===== src/rtl/topview_pkg.sv =====
// Shared constants and types for the topview segment reader and its output FIFO.
package topview_pkg;

  localparam int RAM_SIZE    = 4096;
  localparam int RAM_ADDR_W  = $clog2(RAM_SIZE);
  // Wide enough for any coordinate a 12-bit segment address space can describe.
  localparam int SEG_FIELD_W = 12;

  typedef enum logic [1:0] {
    ST_IDLE  = 2'd0,
    ST_READ  = 2'd1,
    ST_DRAIN = 2'd2,
    ST_DONE  = 2'd3
  } rd_state_e;

  typedef struct packed {
    logic [SEG_FIELD_W-1:0] start_v;
    logic [SEG_FIELD_W-1:0] start_h;
    logic [SEG_FIELD_W-1:0] end_v;
    logic [SEG_FIELD_W-1:0] end_h;
  } seg_t;

  function automatic logic [RAM_ADDR_W-1:0] sat_inc(input logic [RAM_ADDR_W-1:0] val);
    return (&val) ? val : val + RAM_ADDR_W'(1);
  endfunction

endpackage


===== src/rtl/topview_seg_fifo.sv =====
// Small synchronous segment FIFO with flush; occupancy is exposed so the reader
// can throttle address issue against entries already in flight.
module topview_seg_fifo
  import topview_pkg::*;
#(
  parameter int  DEPTH = 4,
  localparam int PTR_W = (DEPTH > 1) ? $clog2(DEPTH) : 1,
  localparam int CNT_W = $clog2(DEPTH + 1)
) (
  input  logic             clk,
  input  logic             rst,
  input  logic             push,
  input  seg_t             wr_data,
  input  logic             pop,
  input  logic             flush,
  output seg_t             rd_data,
  output logic [CNT_W-1:0] count,
  output logic             empty
);

  localparam logic [CNT_W-1:0] FULL_CNT = CNT_W'(DEPTH);
  localparam logic [PTR_W-1:0] LAST_PTR = PTR_W'(DEPTH - 1);

  seg_t             mem [DEPTH];
  logic [PTR_W-1:0] wr_ptr;
  logic [PTR_W-1:0] rd_ptr;
  logic             push_ok;
  logic             pop_ok;

  assign empty   = (count == '0);
  assign push_ok = push && !flush && (count != FULL_CNT);
  assign pop_ok  = pop && !flush && !empty;
  assign rd_data = mem[rd_ptr];

  function automatic logic [PTR_W-1:0] ptr_inc(input logic [PTR_W-1:0] p);
    return (p == LAST_PTR) ? '0 : p + PTR_W'(1);
  endfunction

  // Storage write; contents need no reset because count gates visibility.
  always_ff @(posedge clk) begin
    if (push_ok) mem[wr_ptr] <= wr_data;
  end

  // Pointers and occupancy; a push and pop together leave count unchanged.
  always_ff @(posedge clk or posedge rst) begin
    if (rst) begin
      wr_ptr <= '0;
      rd_ptr <= '0;
      count  <= '0;
    end else if (flush) begin
      wr_ptr <= '0;
      rd_ptr <= '0;
      count  <= '0;
    end else begin
      if (push_ok) wr_ptr <= ptr_inc(wr_ptr);
      if (pop_ok)  rd_ptr <= ptr_inc(rd_ptr);
      case ({push_ok, pop_ok})
        2'b10:   count <= count + CNT_W'(1);
        2'b01:   count <= count - CNT_W'(1);
        default: count <= count;
      endcase
    end
  end

endmodule


===== src/rtl/topview_seg_reader.sv =====
// Topview segment reader: once the segment writer flags a complete frame, walks
// the segment BRAM in address order and streams valid entries out through a
// small FIFO with valid/ready handshake. Invalid entries are counted and dropped;
// losing tv_ready mid-frame aborts the frame and raises a sticky overrun flag.
//
// state    | meaning
// ST_IDLE  | waiting for a tv_ready rising edge with a non-zero line count
// ST_READ  | issuing BRAM addresses 0..N-1, throttled by FIFO space
// ST_DRAIN | all addresses issued; waiting for last read and FIFO to empty
// ST_DONE  | one-cycle frame_done pulse, then back to idle
module topview_seg_reader
  import topview_pkg::*;
#(
  parameter int  OUT_HEIGHT = 480,
  parameter int  OUT_WIDTH  = 640,
  parameter int  FIFO_DEPTH = 4,
  localparam int OUT_V_BITW = $clog2(OUT_HEIGHT),
  localparam int OUT_H_BITW = $clog2(OUT_WIDTH)
) (
  input  logic                  clk,
  input  logic                  rst,
  input  logic                  tv_ready,
  input  logic [RAM_ADDR_W-1:0] tv_line_num,
  output logic [RAM_ADDR_W-1:0] raddr,
  input  logic [OUT_V_BITW-1:0] rd_start_v,
  input  logic [OUT_H_BITW-1:0] rd_start_h,
  input  logic [OUT_V_BITW-1:0] rd_end_v,
  input  logic [OUT_H_BITW-1:0] rd_end_h,
  input  logic                  rd_valid,
  output logic                  m_valid,
  input  logic                  m_ready,
  output logic [OUT_V_BITW-1:0] m_start_v,
  output logic [OUT_H_BITW-1:0] m_start_h,
  output logic [OUT_V_BITW-1:0] m_end_v,
  output logic [OUT_H_BITW-1:0] m_end_h,
  output logic                  busy,
  output logic                  frame_done,
  output logic                  overrun,
  output logic [RAM_ADDR_W-1:0] drop_count
);

  localparam int             CNT_W   = $clog2(FIFO_DEPTH + 1);
  localparam logic [CNT_W:0] DEPTH_V = (CNT_W + 1)'(FIFO_DEPTH);

  rd_state_e             state;
  logic [RAM_ADDR_W-1:0] n_lines;
  logic                  tv_q;
  logic                  inflight;
  logic [CNT_W-1:0]      fifo_count;
  logic                  fifo_empty;
  logic [CNT_W:0]        occ_sum;
  logic                  in_frame;
  logic                  abort;
  logic                  tv_rise;
  logic                  issue;
  logic                  last_addr;
  logic                  push;
  logic                  pop;
  logic                  drain_done;
  seg_t                  seg_in;
  seg_t                  seg_out;
  logic                  seg_bits_unused;

  assign in_frame  = (state == ST_READ) || (state == ST_DRAIN);
  assign abort     = in_frame && !tv_ready;
  assign tv_rise   = tv_ready && !tv_q;
  // Count the read in flight as occupied so its data always has a slot to land in.
  assign occ_sum   = {1'b0, fifo_count} + {{CNT_W{1'b0}}, inflight};
  assign issue     = (state == ST_READ) && tv_ready && (occ_sum < DEPTH_V);
  assign last_addr = (raddr == n_lines - RAM_ADDR_W'(1));
  assign push      = inflight && rd_valid && !abort;
  assign pop       = m_valid && m_ready;
  // Look ahead one cycle so frame_done lands right after the final beat.
  assign drain_done = !inflight && (fifo_empty || ((fifo_count == CNT_W'(1)) && pop));

  assign seg_in = '{start_v: SEG_FIELD_W'(rd_start_v),
                    start_h: SEG_FIELD_W'(rd_start_h),
                    end_v:   SEG_FIELD_W'(rd_end_v),
                    end_h:   SEG_FIELD_W'(rd_end_h)};

  topview_seg_fifo #(
    .DEPTH (FIFO_DEPTH)
  ) u_fifo (
    .clk     (clk),
    .rst     (rst),
    .push    (push),
    .wr_data (seg_in),
    .pop     (pop),
    .flush   (abort),
    .rd_data (seg_out),
    .count   (fifo_count),
    .empty   (fifo_empty)
  );

  assign m_valid   = !fifo_empty;
  assign m_start_v = seg_out.start_v[OUT_V_BITW-1:0];
  assign m_start_h = seg_out.start_h[OUT_H_BITW-1:0];
  assign m_end_v   = seg_out.end_v[OUT_V_BITW-1:0];
  assign m_end_h   = seg_out.end_h[OUT_H_BITW-1:0];
  // Upper field bits are always zero-extension padding.
  assign seg_bits_unused = ^seg_out;

  // Frame sequencing: edge detect, address issue, drain, completion and abort.
  always_ff @(posedge clk or posedge rst) begin
    if (rst) begin
      state      <= ST_IDLE;
      raddr      <= '0;
      n_lines    <= '0;
      tv_q       <= 1'b0;
      inflight   <= 1'b0;
      busy       <= 1'b0;
      frame_done <= 1'b0;
      overrun    <= 1'b0;
      drop_count <= '0;
    end else begin
      tv_q       <= tv_ready;
      inflight   <= issue;
      frame_done <= 1'b0;
      if (in_frame && inflight && !rd_valid && !abort) drop_count <= sat_inc(drop_count);
      if (abort) begin
        state   <= ST_IDLE;
        raddr   <= '0;
        busy    <= 1'b0;
        overrun <= 1'b1;
      end else begin
        unique case (state)
          ST_IDLE: begin
            if (tv_rise && (tv_line_num != '0)) begin
              n_lines    <= tv_line_num;
              raddr      <= '0;
              drop_count <= '0;
              overrun    <= 1'b0;
              busy       <= 1'b1;
              state      <= ST_READ;
            end
          end
          ST_READ: begin
            if (issue) begin
              if (last_addr) state <= ST_DRAIN;
              else           raddr <= raddr + RAM_ADDR_W'(1);
            end
          end
          ST_DRAIN: begin
            if (drain_done) begin
              state      <= ST_DONE;
              frame_done <= 1'b1;
            end
          end
          ST_DONE: begin
            state <= ST_IDLE;
            raddr <= '0;
            busy  <= 1'b0;
          end
          default: state <= ST_IDLE;
        endcase
      end
    end
  end

endmodule

===== config.mk =====
export PLATFORM = sky130hd
export DESIGN_NAME = topview_seg_reader
export DESIGN_NICKNAME = d
export VERILOG_FILES = /design/src/rtl/topview_pkg.sv /design/src/rtl/topview_seg_fifo.sv /design/src/rtl/topview_seg_reader.sv
export SDC_FILE = /design/constraint.sdc
export NUM_CORES = 1
export LEC_CHECK = 0
export BUFFER_PORTS_ARGS = -buffer_cell sky130_fd_sc_hd__buf_4
export CORE_ASPECT_RATIO = 0.75
export CORE_MARGIN = 3
export CORE_UTILIZATION = 50
export DETAILED_ROUTE_END_ITERATION = 6
export GPL_ROUTABILITY_DRIVEN = 0
export PLACE_DENSITY = 0.71
export SETUP_SLACK_MARGIN = 0.1
export SLEW_MARGIN = 5
export SYNTH_ARGS = -nofsm -noshare
export SYNTH_HDL_FRONTEND = slang
export SYNTH_SLANG_ARGS = --single-unit

===== constraint.sdc =====
create_clock -name clk -period 4.1 [get_ports clk]
set_input_delay 0.41 -clock clk [delete_from_list [all_inputs] [get_ports clk]]
set_output_delay 0.41 -clock clk [all_outputs]
set_load 0.05 [all_outputs]

[Yosys cells after proc, flatten, opt, wreduce, memory -nomap -nowiden]
Memory sizes are Yosys's and may differ from the RTL's.
Index checks and enable logic that the tools add are counted.
W data, S select, Z words.
Cells by class
  add/sub/neg operators: 8
  bitwise logic cells: 1
  reductions and logical operators: 41
  $lt $le $gt $ge: 1
  multiplexer cells: 35
  equality and inequality tests: 15
Operators by type and width (count)
  $mux W12: 9
  $pmux W12 S3: 1
  $add A12 B1 Y12 const B: 2
  $mux W2: 11
  $logic_and A1 B1 Y1: 17
  $ne A3 B2 Y1 const B: 5
  $eq A12 B12 Y1: 1
  $reduce_and A12 Y1: 1
  $reduce_bool A12 Y1: 1
  $sub A12 B1 Y12 const B: 1
  $eq A2 B2 Y1 const B: 5
  $mux W1: 10
  $pmux W2 S4: 1
  $reduce_and A4 Y1: 2
  $reduce_bool A2 Y1: 4
  $logic_not A1 Y1: 6
  $pmux W3 S2: 1
  $reduce_bool A3 Y1: 2
  $add A2 B1 Y2 const B: 2
  $add A3 B1 Y4: 1
  $eq A2 B1 Y1 const B: 2
  $lt A4 B3 Y1 const B: 1
  $reduce_and A2 Y1: 2
  $reduce_bool A4 Y1: 1
  11 further kinds: 12
Storage, ports and cells
  output and inout port bits: 66
  memories: 1
  logic and storage cells: 114
  flip-flop bits (word level): 50
  RAM bits: 152
  input port bits: 55
Memories
  u_fifo.mem: depth 4, bits a word 38, rd ports 1, clocked after memory_dff 0, write ports 1, line topview_seg_fifo.sv:24  | seg_t mem [DEPTH];

[Longest topological paths before layout]
  depth in word-level cells: 10
  depth in mapped cells: 11
  gate-level depth less buffers: 9

[Hierarchy]
A second synthesis with hierarchy kept.
Unflattened totals
  cells, all modules: 597
  area, all modules: 10222.3 um^2
Modules (own cells, without submodules)
  topview_seg_fifo: cells each 311, times used 1, seq. area each 5940.7 um^2, area an instance 7493.4 um^2
  topview_seg_reader: cells each 286, times used 1, seq. area each 1076.0 um^2, area an instance 2728.9 um^2

[Worst setup path before layout]
Ideal clock, no wire load.
  path type: flip-flop to flip-flop
  start point: reg state[0]
  end point: mem u_fifo.mem[3][0] in the netlist's numbering, enable pin
  setup time: 0.399 ns
  cell stages (with the launch flop): 7
  path buffers: 1
  clock period less this slack: 2.905 ns
  slack: 1.195 ns
  data arrival time: 2.507 ns
  required time: 3.701 ns
  cell sequence: dfrtp_1 -> inv_1 -> ha_1 -> nor2b_1 -> clkbuf_1 -> nor2_1 -> and2_1
On the way
  longest elaborated chain between the ends: 9
  elaborated cells on any way between the ends: 10
  classes of those cells: 2 x eq/ne; 2 x mux; 6 x reduce/logical
RTL lines
  start: declaration: line topview_seg_reader.sv:45  | rd_state_e state;
  start signal: assignment: line topview_seg_reader.sv:106  | state <= ST_IDLE;
  start signal: assignment: line topview_seg_reader.sv:121  | state <= ST_IDLE;
  start signal: assignment: line topview_seg_reader.sv:134  | state <= ST_READ;
  $eq A2 B1 Y1 / $eq A2 B2 Y1 (equally long branches): line topview_seg_reader.sv:64  | assign in_frame = (state == ST_READ) || (state == ST_DRAIN);
  $logic_or A1 B1 Y1 (*): line topview_seg_reader.sv:64
  $logic_and A1 B1 Y1 (*): line topview_seg_reader.sv:65  | assign abort = in_frame && !tv_ready;
  $logic_not A1 Y1 (*): line topview_seg_fifo.sv:31, topview_seg_reader.sv:71
  $logic_and A1 B1 Y1: line topview_seg_reader.sv:71  | assign push = inflight && rd_valid && !abort;
  $logic_and A1 B1 Y1 (*) (2 in series): line topview_seg_fifo.sv:31  | assign push_ok = push && !flush && (count != FULL_CNT);
  $mux W1 (*): line topview_seg_fifo.sv:41  | if (push_ok) mem[wr_ptr] <= wr_data;
  $mux W1 (not written as such) (*): line topview_seg_fifo.sv:41
  end: declaration: line topview_seg_fifo.sv:24
Every way passes the cells marked *; elsewhere a longest branch is shown, timed or not.

[Final worst setup path]
  start point: reg state[0]
  end point: reg raddr[4]
On the way
  longest elaborated chain between the ends: 5
  elaborated cells on any way between the ends: 15
  classes of those cells: 6 x eq/ne; 2 x mux; 7 x reduce/logical
RTL lines
  $eq A2 B1 Y1 / $eq A2 B2 Y1 (equally long branches): line topview_seg_reader.sv:64, topview_seg_reader.sv:69, topview_seg_reader.sv:126
  $logic_or A1 B1 Y1 / $logic_and A1 B1 Y1 (equally long branches): line topview_seg_reader.sv:64, topview_seg_reader.sv:69
  $logic_and A1 B1 Y1 (on tied branches): line topview_seg_reader.sv:65, topview_seg_reader.sv:69
  $ne A3 B2 Y1 (no line) / $reduce_bool A4 Y1 (equally long branches)
  $reduce_and A4 Y1 (no line)
  end signal: assignment: line topview_seg_reader.sv:140  | else raddr <= raddr + RAM_ADDR_W'(1);
  end: declaration: line topview_seg_reader.sv:24  | output logic [RAM_ADDR_W-1:0] raddr,
Parallel ways exist; a longest one is shown, timed or not.
A chain may end at the register's enable or synchronous reset.

==> flow_summary_export.csv <==
group,metric,value,unit
final_layout,drive_gt1_frac,0.321,
setup_path,crit_arrival,3.66,ns
routing,via_per_inst,5.83,
clocking,h-tree-depth,1,
floorplanning,io_pins,121,
yosys,synth_fa_ha_area_frac,0.0248,
yosys,synth_cell_types,52,
setup_path,endpoint_kind,"register",
yosys,synth_area_leaders,"edfxtp_1 53%, dfrtp_1 15%, mux4_2 10%",
sta,worstMarginPinSlew,1.22,ns
clocking,postCtsSetupBuffers,0,
final_layout,nets,735,
final_layout,diodes,0,
yosys,synth-edff-count,152,
clocking,post_cts_resize_count,0,
floorplanning,fp.dieArea,18800,um^2
floorplanning,fp.dieW,157,um
sta,holdWs,0.0856,ns
clocking,cts.reportedPaths.clkPinSlew,0.07,ns
sta,fin_crit,3.26,ns
yosys,synth_top_family_by_area,"multiplexers",
yosys,async_flop_share,0.248,
floorplanning,coreArea,16400,um^2
routing,dr.pass1.iters,5,
power,p_sw_frac,0.379,
yosys,synth.most_common_cell,"edfxtp_1",
outcome,outcome,"completed",
routing,routed_wl,18000,um
floorplanning,start_util,0.522,
clocking,cts-root-buf,"clkbuf_16",
routing,vias,5174,
yosys,syn-cell-area,8580,um^2
global_route,grt_pass1_wl,28300,um
sta,clock_skew,0.0186,ns
global_route,grtUsageTotal,0.192,
setup_path,critPathKind,"reg2reg",
global_route,grt_start_max_net_pins,51,
clocking,numCtsBuffers,20,
sta,grt_setup_unrepaired,"false",
routing,antenna_left,0,
yosys,synthFlopType,"edfxtp_1",
yosys,synth_nets,605,
final_layout,area_growth,20.7,%
sta,fmax,307,MHz
routing,drtIter0Drc,389,
power,combPwrFrac,0.369,
global_route,antenna_found_initial,0,
yosys,ys_seq_elements,202,
clocking,cts_tree,"built",
routing,drc,0,
yosys,ys_warn_count,0,
power,power_density,684,nW/um^2
global_route,grt.overflow.total,0,
flow_run,cap_violations,0,
sta,setup_viol,0,
yosys,yosys.area_share.simple,0.0938,
hold_path,hp-class,"in2reg",
sta,finalMaxSlewViolations,0,
clocking,clock_latency,0.49,ns
clocking,clock_sinks,202,
yosys,synth_xor_xnor_area_share,0.0235,
yosys,synth_area_leader_cell,"edfxtp_1",
place,numPortBuffers,120,
power,p_int,4400,uW
yosys,yosysSeqAreaShare,0.678,
setup_path,cp.required,4.50,ns
floorplanning,rows,40,
routing,drt-wirelength-per-cell,20.3,um
power,pwr-share-seq,0.384,
yosys,yosysTopAreaCellShare,0.532,
yosys,synth_common_cells,"152 x edfxtp_1, 50 x dfrtp_1, 38 x mux4_2",
sta,fin_tns_setup,0,ns
setup_path,startpoint_type,"register",
setup_path,crit_fanout,13,
yosys,syn_inst,533,
final_layout,fillers,1202,
power,peakVddDrop,0.397,mV
power,pwr-share-clk,0.247,
power,p_sw,2680,uW
sta,hold_violations,0,
sta,fin_ws,0.838,ns
sta,relSlewSlack,0.179,
global_route,grt_pass1_vias,5249,
sta,post-route-period-util,0.796,
yosys,synthMuxAreaShare,0.124,
place,dp_hpwl,12000,um
yosys,syn_area_per_cell,16.1,um^2
power,cellLeakagePower,0.00387,uW
clocking,cts_buffer_depth,3,
place,dp_slack,0.914,ns
yosys,synth_compound_area_frac,0.0413,
floorplanning,dieHeight,119,um
clocking,cts_hold_buf,0,
critical path, stage by stage, from the launching register on:
cell      delay, ns
dfrtp_1        0.42
inv_1          0.13
ha_1           0.33
nor2b_1        0.77
o21ai_0        0.68
or4_1          0.66
o211ai_1       0.18
cells in the final DEF (no fill, tap or decap), types with 12 or more instances in the layout:
| cell | synthesis | final |
|---|---|---|
| nor2_1 | 26 | 26 |
| a21oi_1 | 13 | 13 |
| nand2_1 | 31 | 31 |
| edfxtp_1 | 152 | 152 |
| ha_1 | 17 | 17 |
| nand3_1 | 23 | 23 |
| xnor2_1 | 12 | 12 |
| dfrtp_1 | 50 | 48 |
| mux4_2 | 38 | 38 |
| buf_4 | 0 | 127 |
| mux2_2 | 13 | 13 |
| clkbuf_16 | 0 | 20 |
sequential cells by signal (all words and copies together), names as in the netlist, 2 cells and up:
| name | count |
|---|---|
| drop_count | 12 |
| n_lines | 12 |
| raddr | 12 |
| state | 2 |
| u_fifo.count | 3 |
| u_fifo.mem | 152 |
| u_fifo.rd_ptr | 2 |
| u_fifo.wr_ptr | 2 |
cell type report:
type / instances / area [um^2] / area share
Timing Repair Buffer: 127 / 953 / 0.0921
Inverter: 12 / 45.0 / 0.00435
Tap cell: 210 / 263 / 0.0254
Clock inverter: 8 / 73.8 / 0.00713
Multi-Input combinational cell: 300 / 2640 / 0.255
Clock buffer: 28 / 561 / 0.0541
Sequential cell: 202 / 5820 / 0.562
through the flow:
stage	cells	util	total power (uW)	area, um^2
after floorplan	533	-	4620	8580
after global placement	851	0.592	5310	9720
after detailed placement	851	0.592	5370	9720
after CTS	887	0.631	7120	10400
after global routing	887	0.631	7410	10400
final	887	0.631	7080	10400
final timing paths:
path / endpoint / depth (start not counted) / slack (ns) / from
min in group asynchronous: frame_done / 2 / 0.20 / rst
worst min-delay path: tv_q / 1 / 0.09 / tv_ready
max in group asynchronous: u_fifo.rd_ptr[1] / 2 / 3.18 / rst
worst min register to register: overrun / 2 / 0.51 / overrun
worst max-delay path: raddr[4] / 6 / 0.84 / state[0]
worst max register to register: raddr[4] / 6 / 0.84 / state[0]
power by group through the flow:
stage	Sequential, uW	Clock (uW)	Combinational [uW]
floorplan	2680	0	1940
global route	2760	1870	2780
finish	2720	1750	2610
detailed placement	2760	0	2610
CTS	2720	1780	2620
global placement	2750	0	2560
cell families after synthesis:
kind of cell	Yosys count
flops	202
compound gates	53
xor+xnor	23
buf+inv	31
simple gates	150
mux	57
fa+ha+maj	17
routing by layer:
layer  track usage  routed length (um)  vias to the layer above
li1              -                   -                     2351
met4        0.0423                 280                        0
met5             0                   0                        -
met3        0.0331                1060                       26
met2         0.300                8460                      181
met1         0.285                8220                     2616
Power figures use the tool's default switching activity.
